## config.mk

```make
export PLATFORM = sky130hd
export DESIGN_NAME = beverage_dispenser_ctrl_flat
export DESIGN_NICKNAME = d
export VERILOG_FILES = /design/src/rtl/bev_pkg.sv /design/src/rtl/beverage_dispenser_ctrl_if.sv /design/src/rtl/dispense_step_timer.sv /design/src/rtl/beverage_dispenser_ctrl.sv /design/src/flat_wrapper.sv
export SDC_FILE = /design/constraint.sdc
export NUM_CORES = 1
export LEC_CHECK = 0
export ABC_AREA = 1
export CORE_MARGIN = 2
export CORE_UTILIZATION = 58
export DETAILED_ROUTE_END_ITERATION = 10
export PLACE_DENSITY_LB_ADDON = 0.1
export SYNTH_ARGS = -nofsm -noshare
export SYNTH_HDL_FRONTEND = slang
export SYNTH_SLANG_ARGS = --single-unit
```

## constraint.sdc

```tcl
create_clock -name clock -period 2.67 [get_ports clock]
set_input_delay 0.801 -clock clock [delete_from_list [all_inputs] [get_ports clock]]
set_output_delay 0.801 -clock clock [all_outputs]
set_load 0.02 [all_outputs]
```

## src/rtl/bev_pkg.sv

```systemverilog
`default_nettype none
// bev_pkg : shared constants, recipe tables and step search for the beverage dispenser.
// Rev 1.0
package bev_pkg;
   localparam int N_ING    = 5;
   localparam int N_RECIPE = 4;
   localparam int CREDIT_W = 4;
   localparam int DUR_W    = 3;
   localparam int SEL_W    = $clog2(N_RECIPE);
   localparam int STEP_W   = $clog2(N_ING + 1);

   localparam int ING_WATER     = 0;
   localparam int ING_COFFEE    = 1;
   localparam int ING_SUGAR     = 2;
   localparam int ING_MILK      = 3;
   localparam int ING_CHOCOLATE = 4;

   typedef enum logic [1:0] {
      IDLE     = 2'd0,
      DISPENSE = 2'd1,
      DONE     = 2'd2
   } state_e;

   localparam logic [CREDIT_W-1:0] PRICE [N_RECIPE] = '{4'd1, 4'd2, 4'd3, 4'd2};

   localparam logic [DUR_W-1:0] DUR [N_RECIPE][N_ING] = '{
      '{3'd1, 3'd2, 3'd0, 3'd0, 3'd0},
      '{3'd1, 3'd2, 3'd0, 3'd2, 3'd0},
      '{3'd1, 3'd1, 3'd1, 3'd1, 3'd2},
      '{3'd1, 3'd0, 3'd1, 3'd1, 3'd3}
   };

   // Lowest step index >= from with a nonzero duration; N_ING when none remain.
   function automatic logic [STEP_W-1:0] next_step(input logic [SEL_W-1:0] rcp,
                                                   input logic [STEP_W-1:0] from);
      next_step = STEP_W'(N_ING);
      for (int k = N_ING - 1; k >= 0; k--) begin
         if (k >= int'(from) && DUR[rcp][k] != '0) next_step = STEP_W'(k);
      end
   endfunction
endpackage
`default_nettype wire

```

## src/rtl/beverage_dispenser_ctrl_if.sv

```systemverilog
`default_nettype none
// beverage_dispenser_ctrl_if : panel/valve signal bundle between front end and controller.
// Rev 1.0
interface beverage_dispenser_ctrl_if;
   import bev_pkg::*;

   logic                coin_100;
   logic                coin_500;
   logic [SEL_W-1:0]    recipe_sel;
   logic                start;
   logic                cancel;
   logic [CREDIT_W-1:0] credit;
   logic [CREDIT_W-1:0] change;
   logic                change_valid;
   logic [N_ING-1:0]    ingredient;
   logic                busy;
   logic                finished;
   logic                error;

   modport master (
      output coin_100, coin_500, recipe_sel, start, cancel,
      input  credit, change, change_valid, ingredient, busy, finished, error
   );

   modport slave (
      input  coin_100, coin_500, recipe_sel, start, cancel,
      output credit, change, change_valid, ingredient, busy, finished, error
   );
endinterface
`default_nettype wire

```

## src/rtl/dispense_step_timer.sv

```systemverilog
`default_nettype none
// dispense_step_timer : prescaler plus second counter; pulses done after dur seconds from load.
// Rev 1.0
module dispense_step_timer #(
   parameter int TICKS_PER_SEC = 50_000_000,
   parameter int DUR_W         = 3
) (
   input  wire logic             clock,
   input  wire logic             reset,
   input  wire logic             load,
   input  wire logic [DUR_W-1:0] dur,
   output logic                  done
);
   localparam int CYC_W = (TICKS_PER_SEC > 1) ? $clog2(TICKS_PER_SEC) : 1;

   logic [CYC_W-1:0] r_cyc;
   logic [DUR_W-1:0] r_sec;
   logic [DUR_W-1:0] r_dur;
   logic             r_run;
   logic             w_sec_end;

   assign w_sec_end = (r_cyc == CYC_W'(TICKS_PER_SEC - 1));
   assign done      = r_run && w_sec_end && (r_sec == r_dur - DUR_W'(1));

   // Counters restart on every load so step boundaries never accumulate drift.
   always_ff @(posedge clock) begin
      if (reset) begin
         r_cyc <= '0;
         r_sec <= '0;
         r_dur <= '0;
         r_run <= 1'b0;
      end else if (load) begin
         r_cyc <= '0;
         r_sec <= '0;
         r_dur <= dur;
         r_run <= (dur != '0);
      end else if (r_run) begin
         if (done) begin
            r_run <= 1'b0;
         end
         if (w_sec_end) begin
            r_cyc <= '0;
            r_sec <= r_sec + DUR_W'(1);
         end else begin
            r_cyc <= r_cyc + CYC_W'(1);
         end
      end
   end
endmodule
`default_nettype wire

```

## src/rtl/beverage_dispenser_ctrl.sv

```systemverilog
`default_nettype none
// beverage_dispenser_ctrl : coin credit, recipe price check, timed valve sequencing and change return.
// Rev 1.0
module beverage_dispenser_ctrl
   import bev_pkg::*;
#(
   parameter int TICKS_PER_SEC = 50_000_000
) (
   input wire logic                   clock,
   input wire logic                   reset,
   beverage_dispenser_ctrl_if.slave   bus
);
   localparam logic [1:0] ST_IDLE     = IDLE;
   localparam logic [1:0] ST_DISPENSE = DISPENSE;
   localparam logic [1:0] ST_DONE     = DONE;
   localparam int         SUM_W       = CREDIT_W + 2;

   logic [1:0]          r_state;
   logic [CREDIT_W-1:0] r_credit;
   logic [CREDIT_W-1:0] r_change;
   logic                r_change_valid;
   logic                r_finished;
   logic                r_error;
   logic [SEL_W-1:0]    r_recipe;
   logic [STEP_W-1:0]   r_step;

   logic [SUM_W-1:0]    w_sum;
   logic [CREDIT_W-1:0] w_credit_nxt;
   logic                w_short;
   logic [STEP_W-1:0]   w_first;
   logic [STEP_W-1:0]   w_next;
   logic                w_load;
   logic [DUR_W-1:0]    w_dur;
   logic                w_done;

   assign w_sum = SUM_W'(r_credit) + SUM_W'(bus.coin_100) + (bus.coin_500 ? SUM_W'(5) : '0);
   assign w_credit_nxt = (w_sum > SUM_W'({CREDIT_W{1'b1}})) ? '1 : w_sum[CREDIT_W-1:0];
   assign w_short = (r_credit < PRICE[bus.recipe_sel]);
   assign w_first = next_step(bus.recipe_sel, '0);
   assign w_next  = next_step(r_recipe, r_step + STEP_W'(1));

   always_comb begin
      w_load = 1'b0;
      w_dur  = '0;
      if (r_state == ST_IDLE && !bus.cancel && bus.start && !w_short && w_first != STEP_W'(N_ING)) begin
         w_load = 1'b1;
         w_dur  = DUR[bus.recipe_sel][w_first];
      end else if (r_state == ST_DISPENSE && w_done && w_next != STEP_W'(N_ING)) begin
         w_load = 1'b1;
         w_dur  = DUR[r_recipe][w_next];
      end
   end

   dispense_step_timer #(
      .TICKS_PER_SEC (TICKS_PER_SEC),
      .DUR_W         (DUR_W)
   ) u_timer (
      .clock (clock),
      .reset (reset),
      .load  (w_load),
      .dur   (w_dur),
      .done  (w_done)
   );

   always_ff @(posedge clock) begin
      if (reset) begin
         r_state        <= ST_IDLE;
         r_credit       <= '0;
         r_change       <= '0;
         r_change_valid <= 1'b0;
         r_finished     <= 1'b0;
         r_error        <= 1'b0;
         r_recipe       <= '0;
         r_step         <= '0;
      end else begin
         r_change_valid <= 1'b0;
         r_finished     <= 1'b0;
         r_error        <= 1'b0;
         case (r_state)
            ST_IDLE: begin
               // Cancel always shadows start, even when there is nothing to refund.
               if (bus.cancel) begin
                  if (r_credit != '0) begin
                     r_change       <= r_credit;
                     r_change_valid <= 1'b1;
                     r_credit       <= '0;
                  end else begin
                     r_credit       <= w_credit_nxt;
                  end
               end else if (bus.start) begin
                  if (w_short) begin
                     r_error <= 1'b1;
                  end else begin
                     r_recipe <= bus.recipe_sel;
                     r_change <= r_credit - PRICE[bus.recipe_sel];
                     r_credit <= '0;
                     if (w_first == STEP_W'(N_ING)) begin
                        r_state        <= ST_DONE;
                        r_finished     <= 1'b1;
                        r_change_valid <= 1'b1;
                     end else begin
                        r_state <= ST_DISPENSE;
                        r_step  <= w_first;
                     end
                  end
               end else begin
                  r_credit <= w_credit_nxt;
               end
            end
            ST_DISPENSE: begin
               if (w_done) begin
                  if (w_next == STEP_W'(N_ING)) begin
                     r_state        <= ST_DONE;
                     r_finished     <= 1'b1;
                     r_change_valid <= 1'b1;
                  end else begin
                     r_step <= w_next;
                  end
               end
            end
            ST_DONE: r_state <= ST_IDLE;
            default: r_state <= ST_IDLE;
         endcase
      end
   end

   assign bus.credit       = r_credit;
   assign bus.change       = r_change;
   assign bus.change_valid = r_change_valid;
   assign bus.finished     = r_finished;
   assign bus.error        = r_error;
   assign bus.busy         = (r_state != ST_IDLE);
   assign bus.ingredient   = (r_state == ST_DISPENSE) ? (N_ING'(1) << r_step) : '0;
endmodule
`default_nettype wire

```

## src/flat_wrapper.sv

```systemverilog
// flat-port wrapper written by rule: the top's interface ports become plain ports
module beverage_dispenser_ctrl_flat import bev_pkg::*;
#(
   parameter int TICKS_PER_SEC = 50_000_000
)
  (clock, reset, bus_coin_100, bus_coin_500, bus_recipe_sel, bus_start, bus_cancel, bus_credit, bus_change, bus_change_valid, bus_ingredient, bus_busy, bus_finished, bus_error);
  beverage_dispenser_ctrl_if bus_i ();
  input wire logic clock;
  input wire logic reset;
  input wire logic [$bits(bus_i.coin_100)-1:0] bus_coin_100;
  input wire logic [$bits(bus_i.coin_500)-1:0] bus_coin_500;
  input wire logic [$bits(bus_i.recipe_sel)-1:0] bus_recipe_sel;
  input wire logic [$bits(bus_i.start)-1:0] bus_start;
  input wire logic [$bits(bus_i.cancel)-1:0] bus_cancel;
  output wire logic [$bits(bus_i.credit)-1:0] bus_credit;
  output wire logic [$bits(bus_i.change)-1:0] bus_change;
  output wire logic [$bits(bus_i.change_valid)-1:0] bus_change_valid;
  output wire logic [$bits(bus_i.ingredient)-1:0] bus_ingredient;
  output wire logic [$bits(bus_i.busy)-1:0] bus_busy;
  output wire logic [$bits(bus_i.finished)-1:0] bus_finished;
  output wire logic [$bits(bus_i.error)-1:0] bus_error;
  assign bus_i.coin_100 = bus_coin_100;
  assign bus_i.coin_500 = bus_coin_500;
  assign bus_i.recipe_sel = bus_recipe_sel;
  assign bus_i.start = bus_start;
  assign bus_i.cancel = bus_cancel;
  assign bus_credit = bus_i.credit;
  assign bus_change = bus_i.change;
  assign bus_change_valid = bus_i.change_valid;
  assign bus_ingredient = bus_i.ingredient;
  assign bus_busy = bus_i.busy;
  assign bus_finished = bus_i.finished;
  assign bus_error = bus_i.error;
  beverage_dispenser_ctrl #(.TICKS_PER_SEC(TICKS_PER_SEC)) u_core (.clock(clock), .reset(reset), .bus(bus_i));
endmodule
```

==> impl_metrics.json, run 1 <==
{
  "status": "completed",
  "synth_area_um2": 3320,
  "num-fill-cells": 493,
  "grt_pass1_wl_um": 13000,
  "dr.first_iter.drc_count": 148,
  "cts_root_buffer": "clkbuf_8",
  "grt_antenna_before_repair": 0,
  "synthAdderAreaFrac": 0.0701,
  "routed-via-count": 3270,
  "wl_met3_um": 234,
  "synthTopCellsByArea": "dfxtp_1 30%, nand2_1 14%, nor2_1 8.9%",
  "synth_enable_flop_cells": 0,
  "finalCritPeriodShare": 0.960,
  "dp_slack_ns": -0.191,
  "layout_commonest_cell": "nand2_1",
  "power_density_nw_per_um2": 520,
  "clk_pin_slew_ns": 0.09,
  "grt_pass1_vias": 3028,
  "nNetsFinal": 576,
  "post-route-drc-count": 0,
  "cp.required_ns": 1.87,
  "layout-drive-gt1-share": 0.102,
  "yosysTopAreaCell": "dfxtp_1",
  "max_freq_mhz": 390,
  "timing.final.ws_setup_ns": 0.107,
  "synth-compound-area-share": 0.0810,
  "peakVddDrop_mv": 0.315,
  "place.gp.congestion": 0.964,
  "first_pass_iters": 5,
  "finClkSkew_ns": 0.00730,
  "cp_max_fo": 4,
  "portBuffers": 24,
  "grt_setup_unrepaired": "no",
  "pin_count": 25,
  "hp-class": "register to register",
  "top_layer": "met4",
  "die_w_um": 79.7,
  "grt_max_degree": 20,
  "final_cells": 623,
  "critPathMostFrequentCell": "ha_1",
  "hp-start": "u_core.bus.change[2]$_SDFFE_PP0P_",
  "met1_length_um": 3330,
  "slew_headroom": 0.586,
  "area_growth_pct": 14.8,
  "cp-startpoint": "u_core.r_step[1]$_SDFFE_PP0P_",
  "wirelength_um": 7690,
  "yosysWarnings": 0,
  "cts_tree": "done",
  "ctsHoldBuffers": 0,
  "crit_chain": "ha_1, ha_1, inv_1, nor2_1, clkdlybuf4s50_1",
  "start_kind": "register",
  "setup_viol": 0,
  "crit_arrival_ns": 1.76,
  "start_util": 0.603,
  "synth_ff_type": "dfxtp_1",
  "synth_cell_types": 33,
  "synth_mux_area_frac": 0,
  "synth_fp_nets": 541,
  "drv_cap": 0,
  "tightest_slew_ns": 0.621,
  "worst-setup-path-type": "register to output port",
  "yosysSeqAreaShare": 0.302,
  "synth_seq_cells": 50,
  "hpwlAfterDp_um": 6040,
  "critPathTopFamily": "buffers and inverters",
  "vias_per_cell": 5.25,
  "hold_viol_final": 0,
  "syn_inst": 515,
  "wl_per_cell_um": 12.3,
  "diodes": 0,
  "slew_viol_final": 0,
  "cts.path.max_buffers": 2,
  "clk_latency_ns": 0.30,
  "cp_num_buf_inv": 2,
  "layout_common_cells": "126 x nand2_1, 79 x nor2_1, 64 x inv_1",
  "syn_area_per_cell_um2": 6.45,
  "critPathMaxStageDelay_ns": 0.62,
  "async_reset_ff_frac": 0,
  "min_period_ns": 2.56,
  "synth_top_area_frac": 0.302,
  "dieArea_um2": 6340,
  "coreArea_um2": 5510,
  "critPathCaptureType": "output port",
  "finalPower_mw": 1.98,
  "post-route-cell-area_um2": 3810,
  "final_core_util": 0.692,
  "critical-path-slowest-cell": "clkdlybuf4s50_1",
  "die_h_um": 79.7,
  "placed_area_um2": 3680,
  "synth-simple-area-share": 0.408,
  "wl_met2_um": 3890,
  "clock_sinks": 50,
  "grt_remaining_overflow": 0,
  "dp_cells": 615,
  "cts_max_level": 2,
  "num_rows": 27,
  "antenna_left": 0,
  "synth_top_family_by_area": "simple AND/OR/NAND/NOR gates",
  "cts_buffers": 5,
  "grt_usage": 0.255,
  "synthXorXnorAreaFrac": 0.0449,
  "r2r-start": "u_core.r_step[0]$_SDFFE_PP0P_",
  "cellLeakagePower_nw": 1.55
}
area by class of cell:
type	instances	area (um^2)	share of cell area
clock inverter	2	37.5	0.00985
multi-input combinational	389	2020	0.530
timing repair buffer	36	335	0.0880
sequential	50	1000	0.263
tap	72	90.1	0.0236
inverter	68	255	0.0670
clock buffer	6	72.6	0.0190
sequential cells by signal (all words and copies together), names as in the netlist:
| signal | cells |
|---|---|
| u_core.u_timer.r_cyc | 26 |
| u_core.bus.change | 4 |
| u_core.bus.credit | 4 |
| u_core.r_step | 3 |
| u_core.u_timer.r_sec | 3 |
| u_core.r_recipe | 2 |
| u_core.r_state | 2 |
| u_core.u_timer.r_dur | 2 |
| u_core.bus.change_valid | 1 |
| u_core.bus.error | 1 |
| u_core.bus.finished | 1 |
| u_core.u_timer.r_run | 1 |
cells by family after synthesis:
| logic type | after synthesis |
|---|---|
| AOI/OAI and AO/OA | 51 |
| xor gates and xnor gates | 17 |
| adders and majority gates | 18 |
| buffers and inverters | 76 |
| DFF | 50 |
| and+or+nand+nor | 303 |
worst min-delay path: cells and delay by family (launching register included):
family / cells / cell delay [ns]
AOI/OAI and AO/OA: 1 / 0.05
buffers and inverters: 1 / 0.05
DFF: 1 / 0.32
Yosys cell counts, types with 12 or more instances:
cell     count
ha_1        17
nand3_1     41
a21oi_1     26
nor2_2      13
dfxtp_1     50
nand4_1     12
nand2_1    127
nor2_1      79
xor2_1      15
inv_1       64
nor3_1      13
o21ai_0     19
power breakdown:
group          switching [mW]  internal [mW]
Combinational           0.359          0.241
Clock                   0.256          0.280
Sequential             0.0533          0.792
final timing paths:
| path | end | slack (ns) | cells after the start |
|---|---|---|---|
| max | bus_ingredient[3] | 0.11 | 5 |
| min | u_core.bus.change[2]$_SDFFE_PP0P_ | 0.46 | 2 |
| max reg2reg | u_core.r_step[0]$_SDFFE_PP0P_ | 0.54 | 13 |
| min reg2reg | u_core.bus.change[2]$_SDFFE_PP0P_ | 0.46 | 2 |
through the flow:
step                setup TNS [ns]  hold WS (ns)
floorplan                        0         0.435
global placement             -3.47         0.442
detailed placement           -4.98         0.451
CTS                              0         0.465
global route                     0         0.488
finish                           0         0.461
timing repair:
action	4_1_cts	5_1_grt
setup buffers	0	0
pin swaps	0	0
endpoints found under the setup margin	1	15
gates resized for setup	1	7
metal layers:
layer  GRT usage  vias to the layer above
li1            -                     1700
met1       0.291                     1479
met2       0.465                       71
met3      0.0407                       20
met4       0.109                        0
met5           0                        -
No activity file was read; power rests on OpenSTA's default activity.
==> run 2: changes to the inputs <==
CORE_UTILIZATION = 55   (was 58)
==> run 2 against run 1 <==
Against the previous run: sequential share of layout area about the same; non-clock buffer count rose by 1; combinational power about the same; global-route usage shrank 1.2 points; clock skew about the same; clock-buffer cell count is the same; critical path depth shrank 2; critical path type unchanged; highest routed layer unchanged.
==> impl_metrics.json, run 2 (synthesized netlist as in run 1, its figures left out) <==
{
  "crit_arrival_ns": 1.72,
  "rrSetupSlack_ns": 0.52,
  "largest_register_ffs": 26,
  "tightest_slew_ns": 0.591,
  "vias_per_cell": 5.20,
  "hpwlAfterDp_um": 6180,
  "cellLeakagePower_nw": 1.58,
  "critPathCaptureType": "output port",
  "routed-via-count": 3261,
  "drv_cap": 0,
  "cts_buffers": 5,
  "slew_headroom": 0.606,
  "post-route-drc-count": 0,
  "grt_max_degree": 20,
  "timing.final.ws_setup_ns": 0.152,
  "antenna_left": 0,
  "cp_max_fo": 10,
  "pin_count": 25,
  "grt_usage": 0.242,
  "final_cells": 627,
  "dp_cells": 619,
  "finalPower_mw": 1.91,
  "grt_pass1_wl_um": 12700,
  "cts_tree": "done",
  "wl_per_cell_um": 12.3,
  "top_register": "u_core.u_timer.r_cyc",
  "post-route-cell-area_um2": 3810,
  "coreArea_um2": 5890,
  "num_rows": 28,
  "dp_slack_ns": -0.207,
  "diodes": 0,
  "start_kind": "register",
  "clock_sinks": 50,
  "layout-drive-gt1-share": 0.103,
  "area_growth_pct": 14.8,
  "critical-path-slowest-cell": "clkdlybuf4s50_1",
  "placed_area_um2": 3690,
  "cts_max_level": 2,
  "die_h_um": 81.7,
  "critPathTopFamily": "buffers and inverters",
  "grt_pass1_vias": 2939,
  "setup_viol": 0,
  "hp-class": "register to register",
  "cts.path.max_buffers": 2,
  "worst-setup-path-type": "register to output port",
  "num-fill-cells": 560,
  "power_density_nw_per_um2": 502,
  "crit_chain": "nand2_1, nor2_1, clkdlybuf4s50_1",
  "start_util": 0.564,
  "critPathMaxStageDelay_ns": 0.62,
  "finalCritPeriodShare": 0.943,
  "grt_remaining_overflow": 0,
  "wirelength_um": 7720,
  "ctsHoldBuffers": 0,
  "hold_viol_final": 0,
  "layout_common_cells": "127 x nand2_1, 79 x nor2_1, 64 x inv_1",
  "status": "completed",
  "dieArea_um2": 6670,
  "die_w_um": 81.7,
  "max_freq_mhz": 397,
  "seq_area_um2": 1000,
  "cts_root_buffer": "clkbuf_8",
  "min_period_ns": 2.52,
  "dr.first_iter.drc_count": 143,
  "place.gp.congestion": 0.928,
  "cp.required_ns": 1.87,
  "grt_antenna_before_repair": 0,
  "whs_ns": 0.460,
  "peakVddDrop_mv": 0.391,
  "clk_latency_ns": 0.30,
  "clk_pin_slew_ns": 0.09,
  "finClkSkew_ns": 0.00740,
  "layout_commonest_cell": "nand2_1",
  "slew_viol_final": 0,
  "grt_setup_unrepaired": "yes",
  "cp_num_buf_inv": 1,
  "portBuffers": 24,
  "first_pass_iters": 5,
  "nNetsFinal": 577,
  "multiInputGateArea_um2": 2020
}
[run 2: worst paths after layout]
path                                       endpoint  cells after the start                              start
setup / recovery                  bus_ingredient[2]                      3     u_core.r_state[0]$_SDFFE_PP0P_
hold reg to reg   u_core.bus.change[2]$_SDFFE_PP0P_                      2  u_core.bus.change[2]$_SDFFE_PP0P_
hold / removal    u_core.bus.change[2]$_SDFFE_PP0P_                      2  u_core.bus.change[2]$_SDFFE_PP0P_
setup reg to reg      u_core.r_step[0]$_SDFFE_PP0P_                     13      u_core.r_step[0]$_SDFFE_PP0P_
[run 2: per-layer routing]
| layer | up-vias | part of all wire | global-route usage |
|---|---|---|---|
| met5 | - | 0 | 0 |
| met4 | 0 | 0.037 | 0.105 |
| met3 | 23 | 0.036 | 0.0341 |
| met2 | 74 | 0.48 | 0.427 |
| met1 | 1459 | 0.45 | 0.294 |
| li1 | 1705 | - | - |
[run 2: per-stage QoR]
step,utilization,TNS [ns]
after floorplan,-,0
after global placement,0.627,-3.94
after detailed placement,0.627,-5.88
after CTS,0.644,0
after global routing,0.647,-0.0528
final,0.647,0
[run 2: report_power, final]
part	internal, mW	switching [mW]
logic	0.243	0.359
registers	0.792	0.0536
clock network	0.209	0.254
total	1.24	0.667
[run 2: layout make-up]
type | instances | share of cell area
multi-input cells | 389 | 0.529
inverters | 68 | 0.0670
clock inverters | 2 | 0.00328
flip-flops and latches | 50 | 0.263
repair buffers | 37 | 0.0913
clock buffers | 6 | 0.0217
well taps | 75 | 0.0246
[run 2: repair_timing]
item | in CTS | in global routing
resized for setup | 1 | 8
endpoints found under the setup margin | 1 | 21
pin swaps | 0 | 2
buffers inserted | 0 | 0
[run 2: worst min-delay path: cells and delay by family, from the launching register on]
| kind | cells | cell delay, ns |
|---|---|---|
| AOI/OAI and AO/OA | 1 | 0.05 |
| buffers and inverters | 1 | 0.05 |
| DFF | 1 | 0.33 |
==> run 3: changes to the inputs <==
TNS_END_PERCENT = 50   (was unset)
==> results of run 3 <==
Same layout as run 2: the final DEF is identical, and so are final timing and power.
==> RTL change 1, RTL diff (flow settings as in run 2) <==
`DUR_W` is set to 3 in 2 places; all go to 6.
--- a/src/rtl/bev_pkg.sv
+++ b/src/rtl/bev_pkg.sv
@@ -7,3 +7,3 @@
    localparam int CREDIT_W = 4;
-   localparam int DUR_W    = 3;
+   localparam int DUR_W    = 6;
    localparam int SEL_W    = $clog2(N_RECIPE);
--- a/src/rtl/dispense_step_timer.sv
+++ b/src/rtl/dispense_step_timer.sv
@@ -5,3 +5,3 @@
    parameter int TICKS_PER_SEC = 50_000_000,
-   parameter int DUR_W         = 3
+   parameter int DUR_W         = 6
 ) (
Behaviour: no difference found for any inputs over 4 cycles, from zero or initial values and one cycle with reset high; that may be too few to reach the edited logic, so the function may still have changed.
==> RTL change 1 against run 2 <==
Core utilization rose by 0.50 points; critical path depth is 10 higher; cell area grew 2.0%; sequential power increased by 7.2%; clock power increased by 3%; clock skew is 0.0028 ns higher; worst setup slack got worse by 0.0047 ns; total power increased by 6.5%; register-to-register slack got worse by 0.23 ns; worst hold slack gained 0.039 ns; wire length decreased by 0.17%; count of clock-buffer cells in the layout unchanged; sequential cell count grew 3; synthesized area is 2.1% higher; critical path type is now in -> reg; critical endpoint is now u_core.bus.credit[3]; largest cell class unchanged; largest power group unchanged.
==> RTL change 1: results (changes against run 2) <==
stage	metric	value	unit	change
placement	gp_congestion	0.9101		-1.9%
worst_setup_path	cp_top_family	adder cells		
power	swShare	34.54	%	-0.36 points
grt	grt_pass1_vias	2918		-0.71%
power	p_leak	1.702	nW	+7.4%
layout	diodes	0		unchanged
synthesis	synth.area.top_cells	dfxtp_1 31%, nand2_1 13%, nor2_1 8.9%		
timing	fin_ws	0.1470	ns	-0.004652 ns
worst_setup_path	r2r-end	u_core.u_timer.r_sec[0]		
layout	nets	578		+0.17%
synthesis	synth-async-reset-ratio	0	%	unchanged
run_status	status	complete, no violations		
grt	grt_pass1_wl	12.65	mm	-0.33%
power	clock_power	475	uW	+3%
synthesis	ys_types	37		+12%
power	p_int	1.332	mW	+7.0%
drt	drt_iter0_markers	150		+4.9%
worst_setup_path	rrSetupSlack	0.29	ns	-0.23 ns
clock_network	path_clk_slew	0.09	ns	about the same
drt	drt-total-wl	7.706	mm	-0.17%
layout	reg_top3	u_core.u_timer.r_cyc x26, u_core.u_timer.r_sec x6		
worst_setup_path	crit_start	bus_coin_100		
drt	vias_per_cell	5.156		-0.86%
worst_setup_path	critPathMaxFanout	4		-6
synthesis	synthCells	516		+0.19%
placement	dp_slack	-0.2591	ns	-0.05201 ns
grt	grt_max_degree	16		-20%
worst_setup_path	crit_arrival	2.73	ns	+1.01 ns
clock_network	worstSkewPairLatency	0.32	ns	+0.02 ns
timing	skew	0.01022	ns	+0.002817 ns
placement	placed_cell_area	0.003762	mm^2	+1.9%
worst_setup_path	crit_path_end	u_core.bus.credit[3]		
clock_network	htree_levels	2		unchanged
placement	placed_cells	620		+0.16%
timing	worst-slew-pin-transition	0.5026	ns	-0.08849 ns
layout	drive_gt1_share	10.14	%	-0.18 points
drt	first_pass_iters	4		-1
worst_setup_path	worst_path_largest_cell_delay	0.46	ns	-0.16 ns
grt	grt_usage	23.63	%	-0.62 points
synthesis	ys_seq_area_share	31.30	%	+1.1 points
synthesis	synth_top_cells_by_count	116 x nand2_1, 80 x nor2_1, 72 x inv_1		
power	powerComb	653	uW	+8.5%
hold_path	hold_depth	2		unchanged
power	peakVddDrop	0.3603	mV	-7.9%
layout	nFillCells	570		+1.8%
placement	hpwlAfterDp	5.975	mm	-3.2%
worst_setup_path	cpMaxStageDelayCell	clkdlybuf4s50_1		
grt	antenna_found_initial	0		unchanged
synthesis	synth_nets	542		+0.18%
synthesis	ys_warn_count	0		unchanged
RTL change 1: metal layers:
layer  up-vias  GRT usage [%]  share of wire (%)
li1       1707              -                  -
met1      1449          29.33                 46
met3         8          3.043                3.5
met5         -              0                  0
met4         0          6.721                1.0
met2        69          42.66                 49
RTL change 1: layout make-up:
cell class	instances	area (um^2)	area share, %
Multi-Input combinational cell	379	1994	51.34
Sequential cell	53	1062	27.34
Timing Repair Buffer	39	365.4	9.404
Inverter	74	279.0	7.182
Tap cell	75	93.84	2.415
Clock buffer	6	82.58	2.126
Clock inverter	1	7.507	0.1932
RTL change 1: kinds of logic (layout without fill, tap and decap cells):
family / Yosys count / in the layout / synth area share, %
AND/OR/NAND/NOR: 285 / 285 / 37.62
flip-flops: 53 / 53 / 31.30
multiplexers: 1 / 1 / 0.2953
XOR/XNOR: 17 / 17 / 4.393
adder cells (fa/ha/maj): 18 / 18 / 6.866
buffers and inverters: 84 / 120 / 10.37
AO/OA/AOI/OAI: 58 / 58 / 9.155
RTL change 1: what timing repair did:
| action | 4_1_cts | 5_1_grt |
|---|---|---|
| pin swaps | 0 | 3 |
| resized for setup | 2 | 14 |
| setup endpoints to repair | 5 | 10 |
| cloned | 0 | 0 |
RTL change 1: worst min path at each step:
stage | start | endpoint | slack [ns]
finish | u_core.u_timer.r_dur[1] | u_core.u_timer.r_dur[1] | 0.50
floorplan | u_core.u_timer.r_dur[1] | u_core.u_timer.r_dur[1] | 0.46
global placement | u_core.u_timer.r_sec[4] | u_core.u_timer.r_sec[4] | 0.48
CTS | u_core.u_timer.r_dur[1] | u_core.u_timer.r_dur[1] | 0.50
detailed placement | u_core.u_timer.r_dur[1] | u_core.u_timer.r_dur[1] | 0.49
global route | u_core.u_timer.r_cyc[1] | u_core.u_timer.r_cyc[1] | 0.53
==> RTL change 2, RTL diff (settings of run 2) <==
Made on the original files. One comparison of `r_cyc` changes from == to >=.
--- a/src/rtl/dispense_step_timer.sv
+++ b/src/rtl/dispense_step_timer.sv
@@ -21,3 +21,3 @@
 
-   assign w_sec_end = (r_cyc == CYC_W'(TICKS_PER_SEC - 1));
+   assign w_sec_end = (r_cyc >= CYC_W'(TICKS_PER_SEC - 1));
    assign done      = r_run && w_sec_end && (r_sec == r_dur - DUR_W'(1));
Check against the original RTL: same outputs for any inputs over 4 cycles, from zero or initial values and one cycle with reset high; that may be too few to reach the edited logic, so the function may still have changed.
==> RTL change 2 against run 2 <==
Core utilization up 5.2 points; synthesized area shrank 9.9%; cell area decreased by 5.1%; sequential share of layout area rose by 1.4 points; worst hold slack got worse by 0.013 ns; worst setup slack got worse by 0.13 ns; wire length decreased by 20%; maximum frequency down 4.9%; sequential cell count is the same; cell count decreased by 17%; highest routed layer unchanged.
Power is not compared: it rests on default switching activity, and its combinational part moved more than twofold at a synthesized area within 25%.
==> RTL change 2: results (changes against run 2) <==
stage	metric	value	unit	change
synthesis	synth_nets	431		-20%
synthesis	synth_top_cells_by_count	77 x nand2_1, 50 x dfxtp_1, 46 x nor2_1		
timing	slew_headroom	53.83	%	-6.7 points
worst_setup_path	r2r-end	u_core.u_timer.r_sec[0]		
timing	holdWs	0.4471	ns	-0.01252 ns
worst_setup_path	crit_start	bus_coin_100		
grt	grt_usage	21.32	%	-2.9 points
synthesis	ys_seq_area_share	33.46	%	+3.3 points
worst_setup_path	crit_arrival	2.84	ns	+1.12 ns
placement	dp_slack	-0.2622	ns	-0.05514 ns
drt	wl_per_cell	11.81	um	-4.1%
synthesis	synth_xor_area_share	9.368	%	+4.9 points
worst_setup_path	crit_path_end	u_core.bus.credit[0]		
synthesis	avgSynthCellArea	7.387	um^2	+15%
grt	grt_max_degree	16		-20%
timing	skew	0.004993	ns	-0.002410 ns
synthesis	synth_compound_area_share	8.699	%	+0.60 points
layout	drive_gt1_share	17.29	%	+7.0 points
synthesis	synth.mux.area_fraction	0.3346	%	+0.33 points
synthesis	synth.area.top_cells	dfxtp_1 33%, nand2_1 9.7%, ha_1 7.1%		
worst_setup_path	critPathMaxFanout	3		-7
grt	grt_pass1_vias	2467		-16%
synthesis	synthAdderAreaFrac	7.779	%	+0.77 points
worst_setup_path	rrSetupSlack	0.50	ns	-0.02 ns
synthesis	ys_types	40		+21%
placement	placed_cells	509		-18%
drt	drt_iter0_markers	81		-43%
drt	first_pass_iters	4		-1
placement	placed_cell_area	0.003435	mm^2	-7.0%
drt	vias_per_cell	5.079		-2.4%
layout	nets	476		-18%
run_status	status	complete, no violations		
hold_path	min-delay-start	u_core.bus.change[1]		
RTL change 2: changes by cell type in the layout (fill, tap and decap cells not counted), sizes merged, moves of 3 or more:
cell,run 2,this run
nand4,12,9
buf,13,21
nand3,43,26
nand2,136,83
xor2,15,22
a21oi,27,19
xnor2,2,10
inv,68,47
nor2,92,68
o21ai,22,14
RTL change 2: kinds of logic (layout without fill, tap and decap cells):
logic type,count (synthesis),in the layout
and+or+nand+nor,207,207
buffers and inverters,54,100
DFF,50,50
AOI/OAI and AO/OA,43,43
xor gates and xnor gates,32,32
adders and majority gates,18,18
muxes,1,1
RTL change 2: final cells by class:
cell class | instances | area, um^2
clock buffers | 5 | 68.82
flip-flops and latches | 50 | 1002
inverters | 47 | 176.4
fillers | 437 | 1555
repair buffers | 45 | 442.9
clock inverters | 3 | 40.04
multi-input cells | 301 | 1799
well taps | 70 | 87.58
RTL change 2: per-layer routing:
layer  vias up  part of all wire, %  track usage, %
met4         0                  1.4           6.429
met2        44                   48           35.09
li1       1397                    -               -
met3         8                  3.1           3.721
met5         -                    0               0
met1      1197                   48           28.51
RTL change 2: worst max-delay path, stage by stage:
cell and delay (ns):
clkdlybuf4s50_1 0.42, ha_2 0.20, ha_4 0.16, xor2_1 0.14, ha_1 0.33, nand3_1 0.09, nand2_1 0.09, o211ai_1 0.25
nand2_1 0.12, o21ai_1 0.15, a21oi_1 0.10
RTL change 2: power by group through the flow:
stage	Sequential (mW)	Clock, mW	Combinational [mW]
global placement	0.980	0	1.56
CTS	0.968	0.541	1.61
global route	0.989	0.567	1.85
finish	0.972	0.527	1.66
detailed placement	0.982	0	1.60
floorplan	1.01	0	1.03
RTL change 2: repair_timing:
item                       4_1_cts  5_1_grt
buffers inserted                 0        4
pin swaps                        0        6
gates resized for setup          4       17
setup endpoints to repair        5       43
